==> src/rtl/interface_hcsr04_multi.sv <==
// Round-robin controller for up to eight HC-SR04 ultrasonic sensors: triggers each
// sensor in turn, times its echo in centimetres and publishes distance, floor band and validity.
module interface_hcsr04_multi #(
  parameter int N_SENS         = 2,
  parameter int TRIG_CYCLES    = 500,
  parameter int CM_CYCLES      = 2941,
  parameter int TIMEOUT_CYCLES = 1500000,
  parameter int LOOP_CYCLES    = 3000000,
  parameter int FLOOR_CM       = 10,
  parameter int ANDAR_W        = 2
) (
  input  logic                        clock,
  input  logic                        reset,
  input  logic                        ligado,
  input  logic [N_SENS-1:0]           echo,
  output logic [N_SENS-1:0]           trigger,
  output logic [N_SENS*10-1:0]        distancia,
  output logic [N_SENS*ANDAR_W-1:0]   andar,
  output logic [N_SENS-1:0]           valido,
  output logic                        pronto,
  output logic [2:0]                  canal,
  output logic [3:0]                  db_estado
);

  typedef enum logic [3:0] {
    INICIAL     = 4'd0,
    ESPERA_LOOP = 4'd1,
    PREPARA     = 4'd2,
    GERA        = 4'd3,
    ESPERA_ECHO = 4'd4,
    MEDINDO     = 4'd5,
    REGISTRA    = 4'd6,
    PROXIMO     = 4'd7,
    TIMEOUT     = 4'd8
  } state_t;

  localparam int TICK_MAX  = (TRIG_CYCLES > CM_CYCLES) ? TRIG_CYCLES : CM_CYCLES;
  localparam int TICK_W    = $clog2(TICK_MAX + 1);
  localparam int LOOP_W    = $clog2(LOOP_CYCLES + 1);
  localparam int TO_W      = $clog2(TIMEOUT_CYCLES + 1);
  localparam int ANDAR_MAX = (1 << ANDAR_W) - 1;

  localparam logic [LOOP_W-1:0] LOOP_LAST = LOOP_W'(LOOP_CYCLES - 1);
  localparam logic [TO_W-1:0]   TO_LAST   = TO_W'(TIMEOUT_CYCLES - 1);
  localparam logic [TICK_W-1:0] TRIG_LAST = TICK_W'(TRIG_CYCLES - 1);
  localparam logic [TICK_W-1:0] CM_LAST   = TICK_W'(CM_CYCLES - 1);
  localparam logic [2:0]        CH_LAST   = 3'(N_SENS - 1);

  function automatic logic [9:0] sat_inc(input logic [9:0] v);
    return (v == 10'd1023) ? v : v + 10'd1;
  endfunction

  function automatic logic [ANDAR_W-1:0] floor_code(input logic [9:0] cm);
    int q;
    q = int'(cm) / FLOOR_CM;
    if (q > ANDAR_MAX) q = ANDAR_MAX;
    return ANDAR_W'(q);
  endfunction

  state_t                           state_q;
  logic [2:0]                       canal_q;
  logic [LOOP_W-1:0]                loop_q;
  logic [TICK_W-1:0]                tick_q;
  logic [TO_W-1:0]                  to_q;
  logic [9:0]                       cm_q;
  logic [N_SENS-1:0]                trigger_q;
  logic [N_SENS-1:0][9:0]           distancia_q;
  logic [N_SENS-1:0][ANDAR_W-1:0]   andar_q;
  logic [N_SENS-1:0]                valido_q;
  logic                             pronto_q;

  logic                             echo_d;
  logic [9:0]                       cm_d;
  logic [ANDAR_W-1:0]               andar_d;

  // Only the serviced channel's echo is ever looked at.
  always_comb begin
    echo_d = 1'b0;
    for (int i = 0; i < N_SENS; i++)
      if (canal_q == 3'(i)) echo_d = echo[i];
  end

  assign cm_d    = sat_inc(cm_q);
  assign andar_d = floor_code(cm_q);

  always_ff @(posedge clock or negedge reset) begin
    if (!reset) begin
      state_q     <= INICIAL;
      canal_q     <= '0;
      loop_q      <= '0;
      tick_q      <= '0;
      to_q        <= '0;
      cm_q        <= '0;
      trigger_q   <= '0;
      distancia_q <= '0;
      andar_q     <= '0;
      valido_q    <= '0;
      pronto_q    <= 1'b0;
    end else if (!ligado) begin
      state_q   <= INICIAL;
      loop_q    <= '0;
      tick_q    <= '0;
      to_q      <= '0;
      cm_q      <= '0;
      trigger_q <= '0;
      pronto_q  <= 1'b0;
    end else begin
      pronto_q <= 1'b0;
      // Round timer runs freely from round start and sticks at its last value on overrun.
      if (state_q != INICIAL && loop_q != LOOP_LAST) loop_q <= loop_q + LOOP_W'(1);

      case (state_q)
        INICIAL: begin
          state_q <= ESPERA_LOOP;
          loop_q  <= '0;
        end
        ESPERA_LOOP: begin
          if (loop_q == LOOP_LAST) begin
            state_q <= PREPARA;
            canal_q <= '0;
            loop_q  <= '0;
          end
        end
        PREPARA: begin
          cm_q    <= '0;
          tick_q  <= '0;
          to_q    <= '0;
          for (int i = 0; i < N_SENS; i++)
            if (canal_q == 3'(i)) trigger_q[i] <= 1'b1;
          state_q <= GERA;
        end
        GERA: begin
          if (tick_q == TRIG_LAST) begin
            tick_q    <= '0;
            trigger_q <= '0;
            state_q   <= ESPERA_ECHO;
          end else begin
            tick_q <= tick_q + TICK_W'(1);
          end
        end
        ESPERA_ECHO, MEDINDO: begin
          to_q <= to_q + TO_W'(1);
          if (to_q == TO_LAST) begin
            state_q <= TIMEOUT;
          end else if (echo_d) begin
            // The clock that sees echo high counts, so a stale echo is timed from entry.
            state_q <= MEDINDO;
            if (tick_q == CM_LAST) begin
              tick_q <= '0;
              cm_q   <= cm_d;
            end else begin
              tick_q <= tick_q + TICK_W'(1);
            end
          end else if (state_q == MEDINDO) begin
            state_q <= REGISTRA;
          end
        end
        REGISTRA: begin
          for (int i = 0; i < N_SENS; i++)
            if (canal_q == 3'(i)) begin
              distancia_q[i] <= cm_q;
              andar_q[i]     <= andar_d;
              valido_q[i]    <= 1'b1;
            end
          pronto_q <= 1'b1;
          state_q  <= PROXIMO;
        end
        TIMEOUT: begin
          for (int i = 0; i < N_SENS; i++)
            if (canal_q == 3'(i)) valido_q[i] <= 1'b0;
          pronto_q <= 1'b1;
          state_q  <= PROXIMO;
        end
        PROXIMO: begin
          if (canal_q != CH_LAST) begin
            canal_q <= canal_q + 3'd1;
            state_q <= PREPARA;
          end else if (loop_q == LOOP_LAST) begin
            canal_q <= '0;
            loop_q  <= '0;
            state_q <= PREPARA;
          end else begin
            state_q <= ESPERA_LOOP;
          end
        end
        default: state_q <= INICIAL;
      endcase
    end
  end

  assign trigger   = trigger_q;
  assign distancia = distancia_q;
  assign andar     = andar_q;
  assign valido    = valido_q;
  assign pronto    = pronto_q;
  assign canal     = canal_q;
  assign db_estado = state_q;

endmodule

==> config.mk <==
export PLATFORM = sky130hd
export DESIGN_NAME = interface_hcsr04_multi
export DESIGN_NICKNAME = d
export VERILOG_FILES = /design/src/rtl/interface_hcsr04_multi.sv
export SDC_FILE = /design/constraint.sdc
export NUM_CORES = 1
export LEC_CHECK = 0
export ABC_AREA = 0
export CAP_MARGIN = 20
export CELL_PAD_IN_SITES_DETAIL_PLACEMENT = 0
export CELL_PAD_IN_SITES_GLOBAL_PLACEMENT = 2
export CORE_MARGIN = 5
export CORE_UTILIZATION = 34
export DETAILED_ROUTE_END_ITERATION = 8
export PLACE_DENSITY_LB_ADDON = 0.1
export SYNTH_ARGS = -nofsm -noshare
export SYNTH_HDL_FRONTEND = slang
export SYNTH_SLANG_ARGS = --single-unit
==> constraint.sdc <==
create_clock -name clock -period 4.05 [get_ports clock]
set_input_delay 0.6075 -clock clock [delete_from_list [all_inputs] [get_ports clock]]
set_output_delay 0.6075 -clock clock [all_outputs]
set_load 0.05 [all_outputs]
==> results of run 1 <==
-- synth_stat cells (4+ instances only) --
library cell,instances
inv_1,21
nor2b_1,15
nor3_1,15
nor2_1,71
clkbuf_1,27
ha_1,11
nand4_1,17
a21oi_1,30
or3_1,7
o211ai_1,4
xnor2_1,15
nand4b_1,4
nor4_1,5
nand2b_1,6
dfrtp_1,101
or4_1,5
a31oi_1,17
nor3b_1,4
o21ai_0,64
a21o_1,6
mux2_2,23
xor2_1,16
nand2_1,72
nand3_1,33
or2_2,4
and3_1,17
o31ai_1,5
o31a_1,4
-- repair_timing --
item,4_1_cts,5_1_grt
buffers inserted,0,4
gates resized for setup,0,4
endpoints found under the setup margin,0,3
-- flip-flops by register name, indices dropped and copies added, names as in the netlist --
name       flops
pronto         1
to_q          21
distancia     20
tick_q        12
db_estado      4
canal          3
cm_q          10
trigger        2
valido         2
andar          4
loop_q        22
-- per-layer routing --
metal  wire length, um  vias up  global-route usage (%)
met3               611       14                   2.778
met4               191        0                   3.816
li1                  -     2596                       -
met1              7865     2590                   22.78
met2              7413      113                   25.13
met5                 0        -                       0
-- power breakdown --
group | total (mW) | internal (mW) | switching, mW
Clock | 0.870 | 0.482 | 0.387
Combinational | 0.659 | 0.225 | 0.434
Sequential | 1.12 | 1.05 | 0.0697
-- final cells by class --
cell class / count / share of cell area (%)
Clock buffer: 11 / 3.237
Clock inverter: 5 / 0.8354
Inverter: 23 / 1.201
Multi-Input combinational cell: 533 / 46.85
Sequential cell: 101 / 35.15
Tap cell: 229 / 3.985
Timing Repair Buffer: 68 / 8.737
-- logic make-up (layout without fill, tap and decap cells) --
| kind of cell | after synthesis | in the layout | share of synthesized area [%] |
|---|---|---|---|
| flops | 101 | 101 | 41.40 |
| fa+ha+maj | 12 | 12 | 2.439 |
| simple gates | 294 | 294 | 24.55 |
| compound gates | 172 | 172 | 18.84 |
| xor+xnor | 31 | 31 | 4.448 |
| mux | 24 | 24 | 4.407 |
| buf+inv | 56 | 107 | 3.915 |
-- per-stage QoR --
step | setup TNS [ns] | instance area, um2 | cells | util (%) | hold WS [ns]
6_report | 0 | 7189 | 970 | 40.30 | 0.1437
5_1_grt | -0.1227 | 7189 | 970 | 40.30 | 0.1581
4_1_cts | 0 | 7107 | 965 | 39.83 | 0.4859
3_5_place_dp | 0 | 6814 | 949 | 38.19 | 0.4769
3_3_place_gp | 0 | 6814 | 949 | 38.19 | 0.4675
2_1_floorplan | 0 | 6105 | 690 | - | 0.3119
-- path summary, 6_finish.rpt --
| path | start | end | slack (ns) | cells past startpoint |
|---|---|---|---|---|
| setup / recovery | cm_q[8]$_DFFE_PN0P_ | andar[3]$_DFFE_PN0P_ | 0.11 | 14 |
| hold / removal | reset | loop_q[9]$_DFF_PN0_ | 0.14 | 1 |
| setup reg to reg | cm_q[8]$_DFFE_PN0P_ | andar[3]$_DFFE_PN0P_ | 0.11 | 14 |
| hold reg to reg | tick_q[6]$_DFFE_PN0P_ | tick_q[6]$_DFFE_PN0P_ | 0.49 | 1 |
| max in group asynchronous | reset | loop_q[19]$_DFF_PN0_ | 2.94 | 3 |
| min in group clock | tick_q[6]$_DFFE_PN0P_ | tick_q[6]$_DFFE_PN0P_ | 0.49 | 1 |
==> flow_summary.json, run 1 <==
{
  "critical_path.slowest_cell": "or4b_1",
  "clock-sinks": 101,
  "timing.final.crit_period_ns": 3.939,
  "grt_pass1_vias": 5145,
  "power.ir.vdd_worst_mv": 0.2330,
  "hpwlAfterDp_mm": 11.46,
  "timing.critical_path.buf_inv": 1,
  "timing.critical_path.to_type": "register",
  "timing.critical_path.max_delay_family": "simple AND/OR/NAND/NOR gates",
  "post_synth_main_area_contributors": "dfrtp_1, o21ai_0, nand2_1",
  "critPathArrivalTime_ns": 4.18,
  "max-slew-margin-rel_pct": 54.31,
  "outcome": "complete, no violations",
  "count_of_mapped_cells_out_of_synthesis": 690,
  "timing.critical_path.cells": "or2_2, ha_1, and3b_1, o221ai_2, and3_1, nand2_1, a31oi_4, buf_4, nand2_4, a21oi_2, o211ai_1, nor3_2, or4b_1, mux2_2",
  "fin_skew_ns": 0.01344,
  "syn_nets": 706,
  "cts-root-to-sink-buffers": 2,
  "cts_tree": "built",
  "main_flop_type_after_synthesis": "dfrtp_1",
  "grt_antenna_before_repair": 0,
  "initial_standard_cell_utilization_of_the_core_pct": 34.22,
  "worst-path-max-fanout": 6,
  "core_area_um2": 17840,
  "floorplan.rows": 49,
  "register_area_um2": 2527,
  "cts-root-buf": "clkbuf_16",
  "insertedDiodeCount": 0,
  "syn_avg_cell_area_um2": 8.847,
  "fp.dieW_um": 144.0,
  "drt_pre_antenna_iters": 5,
  "gp_weighted_congestion": 0.8730,
  "post_drt_via_cell_ratio": 5.477,
  "synth-seq-cells": 101,
  "syn_to_final_growth_pct": 17.77,
  "yosys.area.top_type_share_pct": 41.40,
  "leakagePower_nw": 2.977,
  "timing_worst_setup_path_type": "register to register",
  "achievable_frequency_ghz": 0.2539,
  "nFillCells": 1798,
  "layout.cells.most_common": "dfrtp_1",
  "drt-initial-drc-count": 288,
  "first_pass_grt_wire_length_mm": 26.71,
  "final_critical_path_setup_slack_ns": 0.1114,
  "residual_antenna_violating_net_count_after_detailed_routing": 0,
  "final.period_utilization_pct": 97.25,
  "numPortBuffers": 40,
  "cts.htree.levels": 3,
  "synth_enable_flop_cells": 0,
  "crit_path_largest_cell_delay_ns": 0.49,
  "critical_path_startpoint_category": "register",
  "finalWirelength_mm": 16.08,
  "io-pin-count": 41,
  "cts.hold.buffers_added": 0,
  "max-cap-violations": 0,
  "route.detailed.drc": 0,
  "final_nets": 752,
  "fp.dieArea_um2": 20730,
  "postSynth.asyncResetShare_pct": 100.0,
  "finalSetupViolations": 0,
  "min_path_type": "input pin to asynchronous set/reset pin",
  "numCtsBuffers": 9,
  "synth_seq_area_share_pct": 41.40,
  "synthesis.area_um2": 6105,
  "multi_input_area_um2": 3368,
  "via_count": 5313,
  "yosysWarnings": 0,
  "maximum_number_of_pins_on_one_net_before_global_route_repair": 81,
  "post_drt_wl_per_cell_um": 16.58,
  "dpl_worst_slack_ns": 0.1126,
  "worstPathRequired_ns": 4.29,
  "highest_count_cells_in_the_layout_ignoring_fill_and_taps": "dfrtp_1, nand2_1, nor2_1",
  "globalRouteOverflowTotal": 0,
  "cts.clk_slew.worst_paths_ns": 0.07,
  "insertion_delay_to_the_later_sink_of_the_worst_skew_pair_ns": 0.35,
  "layout-drive-gt1-share_pct": 12.55,
  "timing_worst_slew_pin_value_ns": 0.6681,
  "hold_viol": 0,
  "synth.largest_area_cell": "dfrtp_1",
  "die_height_um": 144.0,
  "report.power.total_mw": 2.651,
  "synth_cell_type_count": 76,
  "gr-usage-all-layers_pct": 15.90,
  "final_max_slew_viol_count": 0,
  "power_density_nw_per_um2": 368.7
}
No activity file was read; power rests on OpenSTA's default activity.
==> inputs of run 2 (changes only) <==
--- a/config.mk
+++ b/config.mk
@@ -5,12 +5,12 @@
 export SDC_FILE = /design/constraint.sdc
 export NUM_CORES = 1
 export LEC_CHECK = 0
-export ABC_AREA = 0
+export ABC_AREA = 1
 export CAP_MARGIN = 20
 export CELL_PAD_IN_SITES_DETAIL_PLACEMENT = 0
 export CELL_PAD_IN_SITES_GLOBAL_PLACEMENT = 2
 export CORE_MARGIN = 5
-export CORE_UTILIZATION = 34
+export CORE_UTILIZATION = 38
 export DETAILED_ROUTE_END_ITERATION = 8
 export PLACE_DENSITY_LB_ADDON = 0.1
 export SYNTH_ARGS = -nofsm -noshare
==> constraint.sdc (replaced) <==
create_clock -name clock -period 4.9 [get_ports clock]
set_input_delay 0.735 -clock clock [delete_from_list [all_inputs] [get_ports clock]]
set_output_delay 0.735 -clock clock [all_outputs]
set_load 0.05 [all_outputs]
==> run 2 against run 1 <==
Clock power down 11%. Cell area down 1.1%. Critical path depth up 10. Clock skew down 0.0039 ns. Hold slack better by 0.34 ns. Core utilization up 4.4 points. Flip-flop and latch count unchanged. Die area down 8.9%. Fmax down 3.6%. Via count up 0.30%. Largest power group unchanged. Register-to-register slack better by 0.70 ns. Synthesized cell count up 17%. Critical endpoint is now andar[0]$_DFFE_PN0P_. Highest routed layer unchanged.
==> flow_summary.json, run 2 <==
{
  "main_flop_type_after_synthesis": "dfrtp_1",
  "final-instance-count-excl-fill": 1071,
  "largest-register": "loop_q",
  "largest_register_ff_count": 22,
  "outcome": "complete, no violations",
  "insertion_delay_to_the_later_sink_of_the_worst_skew_pair_ns": 0.35,
  "route.detailed.drc": 0,
  "syn_to_final_growth_pct": 15.14,
  "cts_resized": 0,
  "floorplan.rows": 46,
  "grt_antenna_before_repair": 0,
  "die_height_um": 137.5,
  "syn_nets": 825,
  "drt_pre_antenna_iters": 5,
  "fp.dieArea_um2": 18900,
  "synth_enable_flop_cells": 0,
  "timing_worst_slew_pin_value_ns": 1.016,
  "yosysMostFrequentCell": "nand2_1",
  "clock-sinks": 101,
  "grt_pass1_vias": 5122,
  "highest_count_cells_in_the_layout_ignoring_fill_and_taps": "nand2_1, inv_1, nor2_1",
  "nFillCells": 1665,
  "hold_viol": 0,
  "layout-drive-gt1-share_pct": 8.889,
  "yosysWarnings": 0,
  "synth.largest_area_cell": "dfrtp_1",
  "final_nets": 866,
  "insertedDiodeCount": 0,
  "critical_path.slowest_cell": "dfrtp_1",
  "report.power.total_mw": 2.519,
  "gr-usage-all-layers_pct": 16.69,
  "timing.critical_path.cells": "ha_1, inv_1, nand2_2, nand3_1, nand2_1, nand2_2, nor2_8, nand3_4, nand2_2, nand3_4, nand2_4, nand3_4, nand2_2, nand3_4, nor2_8, nand4_1, nand2_1, clkinv_1, nand2_2, nand4_2, a21oi_2, nand3_1, o21bai_1, nand2_1",
  "layout.cells.most_common": "nand2_1",
  "max-cap-violations": 0,
  "numPortBuffers": 40,
  "dpl_cell_area_um2": 6789,
  "post_synth_main_area_contributors": "dfrtp_1, nand2_1, inv_1",
  "post_drt_wl_per_cell_um": 14.03,
  "multi_input_area_um2": 3120,
  "synth_seq_area_share_pct": 40.94,
  "power.ir.vdd_worst_mv": 0.3648,
  "fin_skew_ns": 0.009495,
  "finalSetupViolations": 0,
  "register_area_um2": 2527,
  "critPathArrivalTime_ns": 4.32,
  "io-pin-count": 41,
  "worst-path-max-fanout": 20,
  "cp_common_cell": "nand2_2",
  "hpwlAfterDp_mm": 11.21,
  "power_density_nw_per_um2": 354.4,
  "maximum_number_of_pins_on_one_net_before_global_route_repair": 66,
  "critical_path_startpoint_category": "register",
  "syn_avg_cell_area_um2": 7.631,
  "max-slew-margin-rel_pct": 31.43,
  "numCtsBuffers": 9,
  "achievable_frequency_ghz": 0.2448,
  "cts.hold.buffers_added": 0,
  "globalRouteOverflowTotal": 0,
  "cts.clk_slew.worst_paths_ns": 0.07,
  "yosys.area.top_type_share_pct": 40.94,
  "final_max_slew_viol_count": 0,
  "via_count": 5329,
  "grt_setup_unrepaired": "no",
  "setup_tns_ns": 0,
  "final_cell_area_um2": 7108,
  "synth_cell_type_count": 50,
  "fp.dieW_um": 137.5,
  "count_of_mapped_cells_out_of_synthesis": 809,
  "timing.reg2reg.setup_slack_ns": 0.82,
  "core_area_um2": 15890,
  "worstPathRequired_ns": 5.14,
  "synth-seq-cells": 101,
  "gp_weighted_congestion": 0.8634,
  "min_path_type": "register to register",
  "drt-initial-drc-count": 386,
  "cts-root-buf": "clkbuf_16",
  "final.period_utilization_pct": 83.36,
  "yosys-top-cells-count": "nand2_1, inv_1, nor2_1, dfrtp_1, o21ai_0",
  "timing_worst_setup_path_type": "register to register",
  "finalCoreUtilization_pct": 44.75,
  "first_pass_grt_wire_length_mm": 25.24,
  "finalWirelength_mm": 15.02,
  "crit_path_largest_cell_delay_ns": 0.64,
  "postSynth.asyncResetShare_pct": 100.0,
  "timing.final.crit_period_ns": 4.085,
  "cts-root-to-sink-buffers": 2,
  "synthesis.area_um2": 6173,
  "leakagePower_nw": 3.237,
  "cts_tree": "built",
  "dpl.cell_count": 1055,
  "initial_standard_cell_utilization_of_the_core_pct": 38.86,
  "timing.critical_path.to_type": "register",
  "residual_antenna_violating_net_count_after_detailed_routing": 0,
  "post_drt_via_cell_ratio": 4.976,
  "cts.htree.levels": 3,
  "postCtsSetupBuffers": 0
}
## run 2: critical path, delay by kind of cell (launching register included)
family,cells,cell delay [ns]
and+or+nand+nor,19,2.54
DFF,1,0.64
AOI/OAI and AO/OA,2,0.32
adders and majority gates,1,0.27
buffers and inverters,2,0.17
## run 2: cell type report
cell class | instances | share of cell area (%)
inverters | 118 | 6.231
clock inverters | 6 | 1.127
multi-input cells | 576 | 43.90
repair buffers | 44 | 6.020
well taps | 216 | 3.802
flip-flops and latches | 101 | 35.56
clock buffers | 10 | 3.362
## run 2: power breakdown
group	total, mW	switching, mW	internal [mW]
Combinational	0.771	0.547	0.224
Clock	0.773	0.351	0.422
Sequential	0.975	0.0643	0.911
Total	2.52	0.963	1.56
## run 2: worst paths after layout
kind | startpoint | end | depth (start not counted)
min in group asynchronous | reset | loop_q[19]$_DFF_PN0_ | 1
worst max register to register | cm_q[9]$_DFFE_PN0P_ | andar[0]$_DFFE_PN0P_ | 24
worst min register to register | distancia[13]$_DFFE_PN0P_ | distancia[13]$_DFFE_PN0P_ | 2
worst min-delay path | distancia[13]$_DFFE_PN0P_ | distancia[13]$_DFFE_PN0P_ | 2
max in group asynchronous | reset | distancia[13]$_DFFE_PN0P_ | 2
worst max-delay path | cm_q[9]$_DFFE_PN0P_ | andar[0]$_DFFE_PN0P_ | 24
## run 2: per-stage QoR
step / setup WS (ns) / hold WS, ns
3_3_place_gp: 0.9090 / 0.4665
3_5_place_dp: 0.8365 / 0.4722
5_1_grt: 0.3819 / 0.5038
6_report: 0.8154 / 0.4866
2_1_floorplan: 1.484 / 0.4394
4_1_cts: 0.8268 / 0.4898
## run 2: logic make-up (layout without fill, tap and decap cells)
group,count (synthesis),count (layout),synth area share (%)
and+or+nand+nor,418,418,32.96
AOI/OAI and AO/OA,123,123,11.90
DFF,101,101,40.94
adders and majority gates,11,11,2.229
buffers and inverters,132,178,8.573
xor gates and xnor gates,24,24,3.405
## run 2: layer usage
layer / share of wire, % / up-vias / GRT usage (%)
li1: - / 2738 / -
met5: 0 / - / 0
met1: 47 / 2501 / 21.98
met4: 1.1 / 0 / 3.936
met3: 3.0 / 13 / 3.543
met2: 49 / 77 / 28.12
==> inputs of run 3 (changes only) <==
--- a/config.mk
+++ b/config.mk
@@ -10,7 +10,7 @@
 export CELL_PAD_IN_SITES_DETAIL_PLACEMENT = 0
 export CELL_PAD_IN_SITES_GLOBAL_PLACEMENT = 2
 export CORE_MARGIN = 5
-export CORE_UTILIZATION = 38
+export CORE_UTILIZATION = 35
 export DETAILED_ROUTE_END_ITERATION = 8
 export PLACE_DENSITY_LB_ADDON = 0.1
 export SYNTH_ARGS = -nofsm -noshare
==> constraint.sdc (replaced) <==
create_clock -name clock -period 4.2 [get_ports clock]
set_input_delay 0.63 -clock clock [delete_from_list [all_inputs] [get_ports clock]]
set_output_delay 0.63 -clock clock [all_outputs]
set_load 0.05 [all_outputs]
==> run 3 against run 2 <==
Die area up 7.9%. Power up 15%. Sequential share of layout area down 0.096 points. Via count down 0.15%. Combinational power up 19%. Register-to-register slack worse by 0.44 ns. Non-clock buffer count up 4. Sequential power up 17%.
==> flow_summary.json, run 3 (synthesized netlist as in run 2, its figures left out) <==
{
  "worstPathRequired_ns": 4.43,
  "cts_tree": "built",
  "grt_setup_unrepaired": "no",
  "fp.dieArea_um2": 20390,
  "max-cap-violations": 0,
  "finalSetupViolations": 0,
  "worst_setup_path_startpoint": "cm_q[7]$_DFFE_PN0P_",
  "post_drt_via_cell_ratio": 4.913,
  "worst-path-max-fanout": 8,
  "finalWirelength_mm": 15.73,
  "io-pin-count": 41,
  "final_cell_area_um2": 7134,
  "dpl_cell_area_um2": 6830,
  "cts.htree.levels": 3,
  "cts-root-buf": "clkbuf_16",
  "cts.clk_slew.worst_paths_ns": 0.07,
  "numCtsBuffers": 9,
  "largest-register": "loop_q",
  "power.ir.vdd_worst_mv": 0.2947,
  "residual_antenna_violating_net_count_after_detailed_routing": 0,
  "route.detailed.drc": 0,
  "nFillCells": 1786,
  "first_pass_grt_wire_length_mm": 26.36,
  "cts_resized": 0,
  "highest_count_cells_in_the_layout_ignoring_fill_and_taps": "nand2_1, inv_1, nor2_1",
  "initial_standard_cell_utilization_of_the_core_pct": 35.69,
  "final_critical_path_setup_slack_ns": 0.3788,
  "achievable_frequency_ghz": 0.2617,
  "globalRouteOverflowTotal": 0,
  "setup_tns_ns": 0,
  "core_area_um2": 17300,
  "drt-initial-drc-count": 246,
  "timing_worst_slew_pin_value_ns": 0.9393,
  "insertion_delay_to_the_later_sink_of_the_worst_skew_pair_ns": 0.35,
  "timing.critical_path.to_type": "register",
  "report.power.total_mw": 2.901,
  "postCtsSetupBuffers": 0,
  "power_density_nw_per_um2": 406.6,
  "grt_antenna_before_repair": 0,
  "largest_register_ff_count": 22,
  "outcome": "complete, no violations",
  "dpl_worst_slack_ns": 0.3614,
  "hold_viol": 0,
  "fin_skew_ns": 0.009077,
  "final_nets": 870,
  "clock-sinks": 101,
  "timing_worst_setup_path_type": "register to register",
  "grt_pass1_vias": 5270,
  "gr-usage-all-layers_pct": 16.00,
  "final_max_slew_viol_count": 0,
  "gp_weighted_congestion": 0.8185,
  "cts-root-to-sink-buffers": 2,
  "syn_to_final_growth_pct": 15.57,
  "via_count": 5321,
  "layout-drive-gt1-share_pct": 9.557,
  "final.period_utilization_pct": 90.98,
  "leakagePower_nw": 3.248,
  "layout.cells.most_common": "nand2_1",
  "fp.dieW_um": 142.8,
  "maximum_number_of_pins_on_one_net_before_global_route_repair": 59,
  "cts.hold.buffers_added": 0,
  "floorplan.rows": 48,
  "insertedDiodeCount": 0,
  "timing.final.crit_period_ns": 3.821,
  "drt_pre_antenna_iters": 4,
  "die_height_um": 142.8,
  "critical_path_startpoint_category": "register",
  "numPortBuffers": 40,
  "reg2reg_from": "cm_q[7]$_DFFE_PN0P_",
  "hold_slack_ns": 0.3360,
  "hpwlAfterDp_mm": 12.02,
  "min_path_type": "input pin to asynchronous set/reset pin",
  "critPathArrivalTime_ns": 4.05,
  "max-slew-margin-rel_pct": 36.59,
  "post_drt_wl_per_cell_um": 14.52
}
-- run 3: power by group --
part / total [mW] / internal, mW / switching [mW]
registers: 1.14 / 1.06 / 0.0811
logic: 0.917 / 0.268 / 0.649
clock network: 0.841 / 0.462 / 0.379
-- run 3: final timing paths --
path | endpoint | slack [ns] | depth (start not counted)
setup / recovery | andar[2]$_DFFE_PN0P_ | 0.38 | 27
hold / removal | loop_q[5]$_DFF_PN0_ | 0.34 | 1
setup reg to reg | andar[2]$_DFFE_PN0P_ | 0.38 | 27
hold reg to reg | distancia[4]$_DFFE_PN0P_ | 0.49 | 2
max in group asynchronous | loop_q[4]$_DFF_PN0_ | 3.01 | 2
min in group clock | distancia[4]$_DFFE_PN0P_ | 0.49 | 2
-- run 3: worst max-delay path: stages (launching register included) --
cell,delay [ns]
dfrtp_1,0.45
inv_4,0.14
nand2_4,0.07
ha_1,0.27
inv_1,0.09
nand2_4,0.07
nand2_2,0.07
nand2_2,0.05
o21ai_2,0.19
nand2_1,0.09
nand2_2,0.13
nand2_4,0.10
o211ai_1,0.13
nand3_2,0.13
nor2_4,0.19
nand3_4,0.14
nand2_2,0.16
nand3_4,0.11
nor2_8,0.14
nand3_2,0.09
nand2_1,0.10
nand3_2,0.11
nand2_2,0.10
nand4_2,0.12
a21oi_2,0.16
nand3_1,0.11
o21bai_1,0.13
nand2_1,0.06
-- run 3: area by class of cell --
class | count | area, um2 | share of cell area (%)
Clock buffer | 10 | 229.0 | 3.209
Sequential cell | 101 | 2530 | 35.46
Timing Repair Buffer | 48 | 457.9 | 6.419
Tap cell | 225 | 281.5 | 3.946
Inverter | 118 | 445.4 | 6.243
Multi-Input combinational cell | 576 | 3131 | 43.88
Clock inverter | 5 | 60.06 | 0.8418
-- run 3: per-stage QoR --
| stage | cells | util (%) |
|---|---|---|
| floorplan | 809 | - |
| CTS | 1083 | 41.16 |
| finish | 1083 | 41.25 |
| global route | 1083 | 41.25 |
| global placement | 1068 | 39.49 |
| detailed placement | 1068 | 39.49 |
-- run 3: per-layer routing --
metal	wire length [um]	vias up	global-route usage, %
li1	-	2735	-
met1	7469	2517	21.46
met2	7682	58	27.10
met3	407	11	3.081
met4	170	0	3.202
met5	0	-	0
